[src/rtl/wb_select_stage_pkg.sv]
// Shared encodings for the write-back source select and load size fields,
// used by both the decoder and the MEM/WB selection stage.
package wb_select_stage_pkg;

    typedef enum logic [1:0] {
        WB_ALU  = 2'd0,
        WB_MEM  = 2'd1,
        WB_LINK = 2'd2,
        WB_RSVD = 2'd3
    } wsel_e;

    typedef enum logic [1:0] {
        LD_B    = 2'd0,
        LD_H    = 2'd1,
        LD_W    = 2'd2,
        LD_RSVD = 2'd3
    } lsize_e;

endpackage

[src/rtl/wb_select_stage_load_align.sv]
// Combinational sub-word load extraction: picks the addressed lane of the raw
// memory word, extends it to the datapath width and flags misaligned accesses.
module load_align
    import wb_select_stage_pkg::*;
#(
    parameter int WIDTH = 32,
    parameter int OFS_W = 2
) (
    input  logic [WIDTH-1:0] di,
    input  logic [OFS_W-1:0] ofs,
    input  logic [1:0]       lsize,
    input  logic             lsign,
    output logic [WIDTH-1:0] data,
    output logic             misalign
);

    logic [WIDTH-1:0] sh_b;
    logic [WIDTH-1:0] sh_h;
    logic [WIDTH-1:0] sh_w;
    logic [OFS_W-1:0] hlane;
    logic [OFS_W-1:0] wlane;

    // Lanes are selected by shifting the addressed lane down to bit 0; for
    // WIDTH=32 the word lane index is always 0, so a word load returns di.
    assign hlane = ofs >> 1;
    assign wlane = ofs >> 2;
    assign sh_b  = di >> {ofs, 3'b000};
    assign sh_h  = di >> {hlane, 4'b0000};
    assign sh_w  = di >> {wlane, 5'b00000};

    always_comb begin
        data     = '0;
        misalign = 1'b0;
        case (lsize_e'(lsize))
            LD_B: begin
                data      = (lsign && sh_b[7]) ? '1 : '0;
                data[7:0] = sh_b[7:0];
            end
            LD_H: begin
                data       = (lsign && sh_h[15]) ? '1 : '0;
                data[15:0] = sh_h[15:0];
                misalign   = ofs[0];
            end
            default: begin
                data       = (lsign && sh_w[31]) ? '1 : '0;
                data[31:0] = sh_w[31:0];
                misalign   = (ofs[1:0] != 2'b00);
            end
        endcase
    end

endmodule

[src/rtl/wb_select_stage.sv]
// MEM/WB boundary: selects ALU result, aligned load data or link address and
// registers it with destination and effective write enable, under stall/flush.
module wb_select_stage
    import wb_select_stage_pkg::*;
#(
    parameter int WIDTH = 32,
    parameter int RN_W  = 5
) (
    input  logic             clk,
    input  logic             rst,
    input  logic             in_valid,
    input  logic [WIDTH-1:0] r,
    input  logic [WIDTH-1:0] di,
    input  logic [WIDTH-1:0] link,
    input  logic [1:0]       wsel,
    input  logic [1:0]       lsize,
    input  logic             lsign,
    input  logic [RN_W-1:0]  rn,
    input  logic             wreg,
    input  logic             stall,
    input  logic             flush,
    output logic             wb_valid,
    output logic [WIDTH-1:0] wb_data,
    output logic [RN_W-1:0]  wb_rn,
    output logic             wb_wreg,
    output logic             misalign
);

    localparam int OFS_W = $clog2(WIDTH / 8);

    logic [WIDTH-1:0] ld_data;
    logic             ld_mis;
    logic [WIDTH-1:0] sel_data;
    logic             eff_wreg;
    logic             eff_mis;

    load_align #(
        .WIDTH (WIDTH),
        .OFS_W (OFS_W)
    ) u_load_align (
        .di       (di),
        .ofs      (r[OFS_W-1:0]),
        .lsize    (lsize),
        .lsign    (lsign),
        .data     (ld_data),
        .misalign (ld_mis)
    );

    always_comb begin
        sel_data = r;
        case (wsel_e'(wsel))
            WB_MEM:  sel_data = ld_data;
            WB_LINK: sel_data = link;
            default: sel_data = r;
        endcase
    end

    assign eff_wreg = in_valid && wreg && (rn != '0);
    assign eff_mis  = in_valid && (wsel_e'(wsel) == WB_MEM) && ld_mis;

    // Flush kills the control bits only; data and destination keep their
    // last values since nothing downstream looks at them without wb_valid.
    always_ff @(posedge clk or posedge rst) begin
        if (rst) begin
            wb_valid <= 1'b0;
            wb_data  <= '0;
            wb_rn    <= '0;
            wb_wreg  <= 1'b0;
            misalign <= 1'b0;
        end else if (flush) begin
            wb_valid <= 1'b0;
            wb_wreg  <= 1'b0;
            misalign <= 1'b0;
        end else if (!stall) begin
            wb_valid <= in_valid;
            wb_data  <= sel_data;
            wb_rn    <= rn;
            wb_wreg  <= eff_wreg;
            misalign <= eff_mis;
        end
    end

endmodule
[config.mk]
export PLATFORM = sky130hd
export DESIGN_NAME = wb_select_stage
export DESIGN_NICKNAME = d
export VERILOG_FILES = /design/src/rtl/wb_select_stage_pkg.sv /design/src/rtl/wb_select_stage_load_align.sv /design/src/rtl/wb_select_stage.sv
export SDC_FILE = /design/constraint.sdc
export NUM_CORES = 1
export LEC_CHECK = 0
export ABC_AREA = 0
export CAP_MARGIN = 10
export CORE_MARGIN = 3
export CORE_UTILIZATION = 39
export CTS_BUF_LIST = sky130_fd_sc_hd__clkbuf_4 sky130_fd_sc_hd__clkbuf_8 sky130_fd_sc_hd__clkbuf_16
export CTS_CLUSTER_DIAMETER = 50
export DETAILED_ROUTE_END_ITERATION = 12
export PLACE_DENSITY = 0.8
export SETUP_SLACK_MARGIN = 0.05
export SYNTH_ARGS = -nofsm -noshare
export SYNTH_HDL_FRONTEND = slang
export SYNTH_SLANG_ARGS = --single-unit
[constraint.sdc]
create_clock -name clk -period 1.4 [get_ports clk]
set_input_delay 0.28 -clock clk [delete_from_list [all_inputs] [get_ports clk]]
set_output_delay 0.28 -clock clk [all_outputs]
set_load 0.01 [all_outputs]
After elaboration in Yosys (flattened, before gate mapping)
Index checks and enable logic that the tools add are counted.
{"block": "totals", "out_inout_bits": 40, "latchBits": 0, "rom_bits": 0, "word_cells": 34, "memories": 0, "regBits": 40, "in_bits": 112, "ramBits": 0}
{"block": "classes", "multipliers": 0, "n_addsub": 0, "n_mux": 11, "order_cmp": 0, "n_reduce_logical": 10, "n_shift": 2, "n_eq_ne": 4, "bitwise": 2, "n_div": 0}
{"op": "one-hot mux 32 bit (2 select lines)", "n": 2}
{"op": "2-to-1 mux 32 bit", "n": 2}
{"op": "right shift 32 x 5 -> 16 bit", "n": 1}
{"op": "right shift 32 x 5 -> 8 bit", "n": 1}
{"op": "logical AND 1 bit", "n": 6}
{"op": "2-to-1 mux 1 bit", "n": 6}
{"op": "nonzero test 5 bit", "n": 1}
{"op": "equality test 2 x 1 -> 1 bit, second input constant", "n": 2}
{"op": "equality test 2 bit, second input constant", "n": 1}
{"op": "logical NOT 2 bit", "n": 1}
{"op": "inequality test 2 x 1 -> 1 bit, second input constant", "n": 1}
{"op": "NOT 1 bit", "n": 2}
{"op": "one-hot mux 1 bit (2 select lines)", "n": 1}
{"op": "AND reduction 2 bit", "n": 1}
{"op": "nonzero test 2 bit", "n": 1}

Depth between registers and ports, before layout
{"block": "depth", "word_depth": 5, "depth_mapped": 8, "ltp_nobuf": 6}

Cells and area by module
From an unflattened synthesis, not the netlist that was laid out.
{"block": "unflattened", "hier_cells": 310, "area_unflattened_um2": 2855.2}
{"mod": "wb_select_stage", "seq_area_each_um2": 1001.0, "cells_each": 211, "area_each_um2": 2145.8, "n_inst": 1}
{"mod": "load_align", "seq_area_each_um2": 0.0, "cells_each": 99, "area_each_um2": 709.4, "n_inst": 1}

Worst setup path after synthesis
Ideal clock, no wire load.
{"block": "synth_path", "path_kind": "input -> register", "start": "in wsel[0]", "end": "reg wb_data[31]", "slack_ns": -0.193, "cell_stages": 7, "path_buffers": 2, "required_time_ns": 1.320, "setup_time_ns": 0.080, "arrival_time_ns": 1.514, "cell_sequence": "inv_1 -> ha_1 -> inv_1 -> clkbuf_1 -> clkbuf_1 -> o22ai_1 -> o22ai_2"}
{"block": "synth_between", "elab_chain_cells": 2, "elab_cells_between_ends": 3, "cone_classes": "eq/ne: 2; mux: 1"}
{"item": "start: declaration", "line": "wb_select_stage.sv:15", "text": "input logic [1:0] wsel,"}
{"item": "equality test 2 bit / equality test 2 x 1 -> 1 bit (equally long branches)", "line": "wb_select_stage.sv:51", "text": "case (wsel_e'(wsel))"}
{"item": "one-hot mux 32 bit (2 select lines) (*)", "line": "wb_select_stage.sv:51"}
{"item": "end signal: assignment", "line": "wb_select_stage.sv:76", "text": "wb_data <= sel_data;"}
{"item": "end: declaration", "line": "wb_select_stage.sv:23", "text": "output logic [WIDTH-1:0] wb_data,"}
Mark *: on every way between the ends. The rest lies on a longest branch, timed or not.
A chain may end at the register's enable or synchronous reset.

Final worst setup path
{"block": "layout_path", "start": "in lsize[1]", "end": "reg wb_data[8]"}
{"block": "layout_between", "elab_chain_cells": 3, "elab_cells_between_ends": 4, "cone_classes": "eq/ne: 1; mux: 2; reduce/logical: 1"}
{"item": "start: declaration", "line": "wb_select_stage.sv:16", "text": "input logic [1:0] lsize,"}
{"item": "equality test 2 x 1 -> 1 bit / logical NOT 2 bit (equally long branches)", "line": "wb_select_stage_load_align.sv:34", "text": "case (lsize_e'(lsize))"}
{"item": "one-hot mux 32 bit (2 select lines) (*)", "line": "wb_select_stage_load_align.sv:34"}
{"item": "one-hot mux 32 bit (2 select lines) (*)", "line": "wb_select_stage.sv:51"}
Marks and branches as above.

==> impl_metrics.ini <==
[outcome]
status = finished clean

[clocking]
cts_tree = built
clockBufferDepth = 2
clk_pin_slew_worst_paths_ns = 0.09
clkSinkCount = 40
cts_buffers = 5
cts_max_level = 2
postCtsHoldBufs = 0
clockRootBuffer = clkbuf_8
clk_latency_ns = 0.30

[global_route]
grt_pass1_wl_mm = 19.6
grt_pass1_vias = 3702
grt-ovfl-total = 0
track_usage_pct = 29.9
grt_max_degree = 41
antenna_found_initial = 0

[synthesis]
synthCells = 313
ys_types = 39
synthArstFlopShare_pct = 100
synth_area_per_cell_um2 = 8.79
synth.net_count = 427
seq_area_frac_synth_pct = 36.4
synth_edf_count = 0
syn_area_mm2 = 0.00275
netlist.area_leader.share_pct = 36.4
synth_most_common_cell = dfrtp_1
synth-seq-cells = 40
synth_ff_type = dfrtp_1
yosys.area.top_type = dfrtp_1
synth_area_leaders = dfrtp_1, o22ai_1, a221oi_1
ys_top_cells_by_count = dfrtp_1, o22ai_1, nand2_1
yosysWarnings = 0

[layout]
regArea_mm2 = 0.00100
final_area_mm2 = 0.00540
multi_input_area_mm2 = 0.00190
fin_cells = 612
fill_cells = 445
fin_nets = 632
drive_gt1_share_pct = 30.1
areaGrowthSynthToFinish_pct = 96.4
n_antenna_cell = 0
fin_util_pct = 81.8

[setup_path]
cp_max_fo = 7
r2r-start = wb_data[8]
reg2reg_slack_ns = 0.59
worstPathRequired_ns = 1.63
r2r_cells = 2
start_kind = primary input
reg2reg_to = wb_data[8]
end_kind = flop
worstPathArrival_ns = 1.58
crit_type = primary input to flop

[drt]
viasPerCell = 6.13
routed_wl_mm = 13.3
dr.pass1.iters = 5
via_count = 3752
drt_iter0_drc = 316
detail-route-antenna-nets = 0
wl_per_cell_um = 21.7
drc_errors = 0

[power_and_ir_drop]
total_power_uw = 4180
cellLeakagePower_uw = 0.00228
p_clk_share_pct = 23.8
power.switching_uw = 1390
vdd_drop_max_v = 0.000506
internal-power_uw = 2790
p_sw_share_pct = 33.3
power_frac_comb_pct = 41.9
powerDensity_mw_per_mm2 = 775
pwr-share-seq_pct = 34.2

[timing]
fin_crit_ns = 1.34
timing.final.ws_setup_ns = 0.0555
rsz0062_at_grt = yes
setup_viol_count_final = 0
period_share_pct = 96.0
hold_viol = 0
fin_skew_ns = 0
clock.fmax_mhz = 744
worstMarginPinSlew_ns = 0.354
relSlewSlack_pct = 76.3
maxSlewViolCount = 0

[min_path]
hold_depth = 3
min_from = rn[1]
hp-class = primary input to flop
hold-path-endpoint = wb_rn[1]

[floorplan]
rows = 29
die_w_um = 90.0
coreArea_mm2 = 0.00660
start_util_pct = 41.6
die_y_um = 90.0
io_pins = 152
dieArea_mm2 = 0.00810

[placed_design]
hpwl_mm = 8.97
post-place-ws_ns = -0.718
place_inst = 592
io_buffers = 151
placed_area_mm2 = 0.00490
gp_congestion = 0.936

[flow_run]
maxCapViolations = 0
## layer usage
| layer | GRT usage, % | share of wire [%] | vias up |
|---|---|---|---|
| li1 | - | - | 1634 |
| met1 | 36.7 | 37 | 1800 |
| met4 | 11.6 | 3.8 | 0 |
| met5 | 0 | 0 | - |
| met3 | 7.01 | 9.6 | 49 |
| met2 | 50.9 | 50 | 269 |
## state kept, by name, summed over array words and instances, names as in the netlist
signal and count:
misalign 1, wb_data 32, wb_wreg 1, wb_valid 1, wb_rn 5
## how the worst max path moves through the flow
stage,from,slack [ns],depth (start not counted),endpoint
floorplan,lsize[0],0.05,5,wb_data[17]
global placement,r[1],-0.70,6,wb_data[14]
detailed placement,r[1],-0.72,6,wb_data[10]
CTS,wsel[1],0.02,8,wb_data[10]
global route,di[11],-0.000004,5,wb_data[11]
finish,lsize[1],0.06,7,wb_data[8]
## area by class of cell
class	instances	share of cell area [%]
timing repair buffer	226	41.3
multi-input combinational	235	35.1
sequential	40	18.5
tap	93	2.15
clock buffer	5	1.27
inverter	10	0.834
clock inverter	3	0.788
## what timing repair did
| action | in CTS | in global routing |
|---|---|---|
| gates resized for setup | 110 | 45 |
| pin swaps | 14 | 21 |
| setup endpoints to repair | 73 | 29 |
| setup buffers | 7 | 2 |
| cloned | 3 | 1 |
## kinds of logic after synthesis
logic type	Yosys count	share of synthesized area [%]
AOI/OAI and AO/OA	137	36.1
adders and majority gates	2	0.910
buffers and inverters	38	6.37
DFF	40	36.4
muxes	11	4.28
and+or+nand+nor	85	15.9
## stage by stage
step              TNS [ns]  hold WS (ns)
2_1_floorplan            0         0.343
6_report                 0         0.218
5_1_grt        -0.00000389         0.233
3_5_place_dp        -21.16         0.469
4_1_cts                  0         0.326
3_3_place_gp        -20.06         0.458
## critical path: stages
cell     delay (ns)
buf_8          0.11
or3_4          0.41
buf_6          0.14
nor3_4         0.23
buf_12         0.16
o22ai_1        0.07
a21oi_1        0.16
## power by group through the flow
stage	Clock [uW]	Combinational (uW)	Sequential, uW
floorplan	0	606	1530
global placement	0	1670	1450
detailed placement	0	1700	1460
CTS	990	1650	1430
global route	1040	1850	1450
finish	997	1750	1430
## layout by cell type (no fill, tap or decap), drive strengths merged
cell type and instances:
mux2i 11, or2 1, o221ai 2, dlygate4sd2 47, ha 2, o21ai 25
nor3b 1, buf 79, a221o 6, a21oi 20, a31oi 7, clkdlybuf4s50 88
clkinvlp 1, a2111oi 7, or3 15, nor2 21, dfrtp 40, clkdlybuf4s15 3
clkbuf 8, nor2b 9, nand2 26, a221oi 17, o311a 1, nand3b 1
o211ai 4, o32ai 1, inv 9, nor3 8, clkinv 2, o22ai 44
o31ai 2, nand2b 2, or4 1, a211oi 1, dlymetal6s2s 6, bufinv 1
Note: power is estimated with default switching activity, not from simulation.
==> patch 1: new RTL, same flow settings <==
Reset style: synchronous (`rst`), changed in one clocked block.
--- a/src/rtl/wb_select_stage.sv
+++ b/src/rtl/wb_select_stage.sv
@@ -60,7 +60,7 @@
 
     // Flush kills the control bits only; data and destination keep their
     // last values since nothing downstream looks at them without wb_valid.
-    always_ff @(posedge clk or posedge rst) begin
+    always_ff @(posedge clk) begin
         if (rst) begin
             wb_valid <= 1'b0;
             wb_data  <= '0;
Behaviour: differs if rst is asserted again (counterexample within 4 cycles, from zero or initial values and one cycle with rst high); with rst held inactive, the same outputs for 10 cycles.
==> patch 1 against the original RTL <==
Worst setup slack got worse by 0.0013 ns; sequential cell count unchanged; count of clock-buffer cells in the layout unchanged; area after synthesis decreased by 1.2%; power decreased by 14%; routed wire length decreased by 9.4%; register-to-register slack got worse by 0.22 ns; cell area decreased by 9.3%.
==> patch 1: results (changes against the original RTL) <==
Initial drt markers = 266 (-16%)
Status = finished, final reports clean
HPWL after DPL = 8698 um (-3.1%)
Endpoint, Worst Hold = wb_data[31]
Worst setup margin = 0.05420 ns (-0.001276 ns)
CP max stage delay = 0.34 ns (-0.07 ns)
Net Count, Synth = 429 (+0.47%)
Slowest CP cell = mux2_4
Fill cells = 482 (+8.3%)
Post-placement cell count = 563 (-4.9%)
CTS HTree Levels = 2 (unchanged)
Crit-path max FO = 7 (unchanged)
Final hold slack = 0.3371 ns (+0.1191 ns)
Ant diodes = 0 (unchanged)
Syn Inst Count = 315 (+0.64%)
Reg2reg path depth = 2 (unchanged)
Peak supply drop = 420.4 uV (-17%)
Largest net degree at the start of global routing = 44 (+7.3%)
Total Routing Usage GR = 29.70% (-0.21 points)
Drt total wl = 12020 um (-9.4%)
Post-synth top cells = dfxtp_1, o21ai_0, nand2_1, o22ai_1, clkbuf_1
Critical path launch point = r[1]
Port Buf Inserts = 151 (unchanged)
Worst-skew pair later-pin latency = 0.30 ns (about the same)
CTS Buf Count = 5 (unchanged)
End of the critical path = wb_data[8]
Leak = 0.001997 uW (-12%)
TritonRoute pass-1 iters = 7 (+2)
Vias in the first global route = 3657 (-1.2%)
Root buffer cell = clkbuf_8
Cell variety after synth = 51 (+31%)
Synth area leaders = dfxtp_1, o22ai_1, a221o_1
Reg2reg setup slack = 0.37 ns (-0.22 ns)
Cell taking the most area after synthesis = dfxtp_1
Largest regs = wb_data (32), wb_rn (5)
Hold Crit Class = primary input to register
Synth async-reset ratio = 0% (-100 points)
Hold path startpoint = di[31]
Initial antenna violation count = 1 (+1)
Clock Tree Buf Depth = 2 (unchanged)
Crit path max-delay family = compound AO/OA/AOI/OAI gates
Layout area overhead = 80.29%
Post-Place Worst Slack = -1.221 ns (-0.5033 ns)
Ys flop type = dfxtp_1
Worst Hold Depth = 3 (unchanged)
Sequential share of the synthesized area = 29.47% (-6.9 points)
Post-DP Area = 4611 um2 (-5.9%)
Worst-path clk slew = 0.10 ns
Nets = 615 (-2.7%)
DR vias/cell = 6.204 (+1.2%)
First-pass GRT wire length = 18290 um (-6.5%)
Yosys warning count = 0 (unchanged)
Layout cell share with drive strength beyond 1 = 24.30% (-5.8 points)
RR Startpoint = wb_data[8]
Data arrival, critical path = 1.50 ns (-0.08 ns)
Clk_skew = 0 ns (unchanged)
WL/cell = 20.77 um (-4.2%)
GPL Wtd Cong = 0.8848 (-5.5%)
Slew margin rel. = 72.53% (-3.8 points)
## patch 1: changes by cell type after synthesis, moves of 7 or more
| cell | delta |
|---|---|
| dfrtp_1 | -40 |
| dfxtp_1 | +40 |
| a221oi_1 | -17 |
| nor2_1 | -16 |
| a311oi_1 | +12 |
| a21oi_1 | -11 |
| a221o_1 | +11 |
| o21ai_0 | +10 |
| a2111oi_0 | -7 |
| a222oi_1 | +7 |
| a31oi_1 | -7 |
| nor2b_1 | -7 |
## patch 1: power by group
group | switching, uW | leakage [uW] | internal [uW]
clock network | 478 | 0.0000541 | 529
registers | 44.4 | 0.000329 | 1210
logic | 604 | 0.00161 | 738
## patch 1: final cells by class
class                   instances  area share, %
clock buffers                   5          1.404
inverters                       5         0.6895
well taps                      77          1.966
multi-input cells             235          36.95
flip-flops and latches         40          16.34
repair buffers                214          41.78
clock inverters                 3         0.8682
## patch 1: metal layers
| layer | routed length (um) | part of all wire, % | global-route usage, % |
|---|---|---|---|
| met3 | 1375 | 11 | 10.51 |
| met1 | 4758 | 40 | 37.74 |
| met4 | 282 | 2.3 | 10.69 |
| met2 | 5594 | 47 | 46.42 |
| met5 | 13 | 0.11 | 0 |
## patch 1: repair_timing
item                                   4_1_cts  5_1_grt
endpoints found under the hold margin        0        0
setup endpoints to repair                   73       32
pin swaps                                    7       13
hold buffers                                 0        0
buffers inserted                             4        4
resized for setup                           87       28
cloned                                       2        0
## patch 1: kinds of logic (layout without fill, tap and decap cells)
kind of cell             after synthesis  in the layout  share of synthesized area, %
AO/OA/AOI/OAI                        151            151                         43.46
AND/OR/NAND/NOR                       73             73                         14.13
flip-flops                            40             40                         29.47
buffers and inverters                 40            227                         8.333
multiplexers                           9              9                         3.683
adder cells (fa/ha/maj)                2              2                        0.9207
==> patch 2: new RTL, same flow settings <==
Without the edit above. `RN_W`: 5 -> 7.
--- a/src/rtl/wb_select_stage.sv
+++ b/src/rtl/wb_select_stage.sv
@@ -4,7 +4,7 @@
     import wb_select_stage_pkg::*;
 #(
     parameter int WIDTH = 32,
-    parameter int RN_W  = 5
+    parameter int RN_W  = 7
 ) (
     input  logic             clk,
     input  logic             rst,
Ports: changed (resized rn and wb_rn); port bits go from 152 to 156. The function was not compared with the original's and may differ.
==> patch 2 against the original RTL <==
Register-to-register slack improved by 0.03 ns; maximum frequency decreased by 1.1%; sequential cell count increased by 2; worst setup slack got worse by 0.015 ns; count of clock-buffer cells in the layout unchanged; area after synthesis increased by 6.0%; clock skew unchanged; hold slack improved by 0.091 ns; cell area decreased by 3.5%; power decreased by 3.8%; routed wire length decreased by 3.7%; highest routed layer unchanged.
==> patch 2: results (changes against the original RTL) <==
Ys flop type = dfrtp_1
Initial drt markers = 357 (+13%)
Leak = 0.002137 uW (-6.2%)
CP max stage delay = 0.48 ns (+0.07 ns)
GPL Wtd Cong = 0.8770 (-6.3%)
RR Startpoint = wb_data[22]
Slew margin rel. = 77.74% (+1.4 points)
Yosys warning count = 0 (unchanged)
Nets = 652 (+3.2%)
Total Routing Usage GR = 29.10% (-0.80 points)
WL/cell = 20.19 um (-6.9%)
Status = finished, final reports clean
Clock Tree Buf Depth = 2 (unchanged)
Data arrival, critical path = 1.55 ns (-0.03 ns)
Clk_skew = 0 ns (unchanged)
HPWL after DPL = 8920 um (-0.59%)
Layout cell share with drive strength beyond 1 = 19.55% (-11 points)
Worst-skew pair later-pin latency = 0.30 ns (about the same)
Synth area leaders = dfrtp_1, o21ai_0, a221o_1
Largest net degree at the start of global routing = 43 (+4.9%)
Largest regs = wb_data (32), wb_rn (7)
CTS HTree Levels = 2 (unchanged)
Post-synth top cells = o21ai_0, dfrtp_1, nand2_1, a221o_1, clkbuf_1
Drt total wl = 12780 um (-3.7%)
Max FFs per register = 32 (unchanged)
Synth async-reset ratio = 100.0% (unchanged)
Net Count, Synth = 463 (+8.4%)
Root buffer cell = clkbuf_8
Initial antenna violation count = 0 (unchanged)
Hold Crit Class = primary input to asynchronous set/reset pin
Crit-path max FO = 2 (-5)
Sequential share of the synthesized area = 36.05% (-0.35 points)
Worst-path clk slew = 0.09 ns (about the same)
Syn_area_per_cell = 8.401 um2 (-4.4%)
Cell variety after synth = 43 (+10%)
Post-Place Worst Slack = -1.193 ns (-0.4755 ns)
DR vias/cell = 6.046 (-1.4%)
Post-placement cell count = 609 (+2.9%)
Peak supply drop = 403.1 uV (-20%)
Port Buf Inserts = 155 (+2.6%)
Final setup fails = 0 (unchanged)
Vias in the first global route = 3852 (+4.1%)
Slowest CP cell = clkdlybuf4s50_1
Critical path launch point = link[0]
First-pass GRT wire length = 20000 um (+2.3%)
Ant diodes = 0 (unchanged)
Fill cells = 526 (+18%)
==> patch 2: changes by cell type in the layout (fill, tap and decap cells not counted), moves of 14 or more <==
| cell | before | now |
|---|---|---|
| a221o_1 | 6 | 22 |
| a221oi_2 | 15 | 0 |
| nand2_1 | 23 | 39 |
| nor2_1 | 20 | 6 |
| o21ai_0 | 16 | 38 |
| o21ai_1 | 8 | 36 |
| o22ai_1 | 28 | 6 |
| o22ai_2 | 15 | 0 |
==> patch 2: worst max-delay path: cells and delay by family <==
| family | cells | cell delay, ns |
|---|---|---|
| AOI/OAI and AO/OA | 3 | 0.79 |
| buffers and inverters | 1 | 0.48 |
==> patch 2: area by class of cell <==
class	instances	area share (%)
timing repair buffer	218	40.68
multi-input combinational	261	34.13
sequential	42	20.16
tap	96	2.304
clock buffer	5	1.320
inverter	7	0.8159
clock inverter	3	0.4560
timing repair inverter	1	0.1440
==> patch 2: through the flow <==
stage	cell area [um2]	setup TNS [ns]	hold WS (ns)
global route	5214	0	0.3289
detailed placement	4840	-34.90	0.4612
global placement	4840	-32.98	0.4579
CTS	5131	0	0.3201
finish	5214	0	0.3087
floorplan	3017	-1.468	0.3464
==> patch 2: logic make-up after synthesis <==
logic type	count (synthesis)	synth area share, %
fa+ha+maj	2	0.8582
simple gates	84	14.81
buf+inv	44	6.824
flops	42	36.05
mux	8	3.004
compound gates	167	38.46
==> patch 2: report_power, final <==
part           internal, uW  leakage (uW)  total (uW)  switching [uW]
Clock                   358     0.0000408         846             489
Combinational           901       0.00160        1680             779
Sequential             1400      0.000494        1500             102
Total                  2650       0.00214        4020            1370
==> patch 2: worst paths after layout <==
path,to,slack (ns),depth (start not counted)
max,wb_data[0],0.04,4
min,wb_rn[2],0.31,3
min reg2reg,wb_data[7],0.48,2
min in group clk,misalign,0.43,3
max in group asynchronous,wb_data[5],0.88,3
max reg2reg,wb_data[22],0.62,2
==> patch 2: metal layers <==
| metal | up-vias | GRT usage [%] | wire (um) |
|---|---|---|---|
| met5 | - | 0 | 0 |
| li1 | 1705 | - | - |
| met4 | 0 | 9.653 | 333 |
| met1 | 1827 | 38.01 | 5030 |
| met3 | 39 | 5.361 | 1185 |
| met2 | 256 | 48.46 | 6228 |
==> patch 2: repair_timing <==
item                       in CTS  in global routing
setup endpoints to repair      75                 32
buffers inserted               11                  2
hold endpoints to repair        0                  0
gates cloned                    4                  0
pin swaps                      10                  9
resized for setup              90                 25
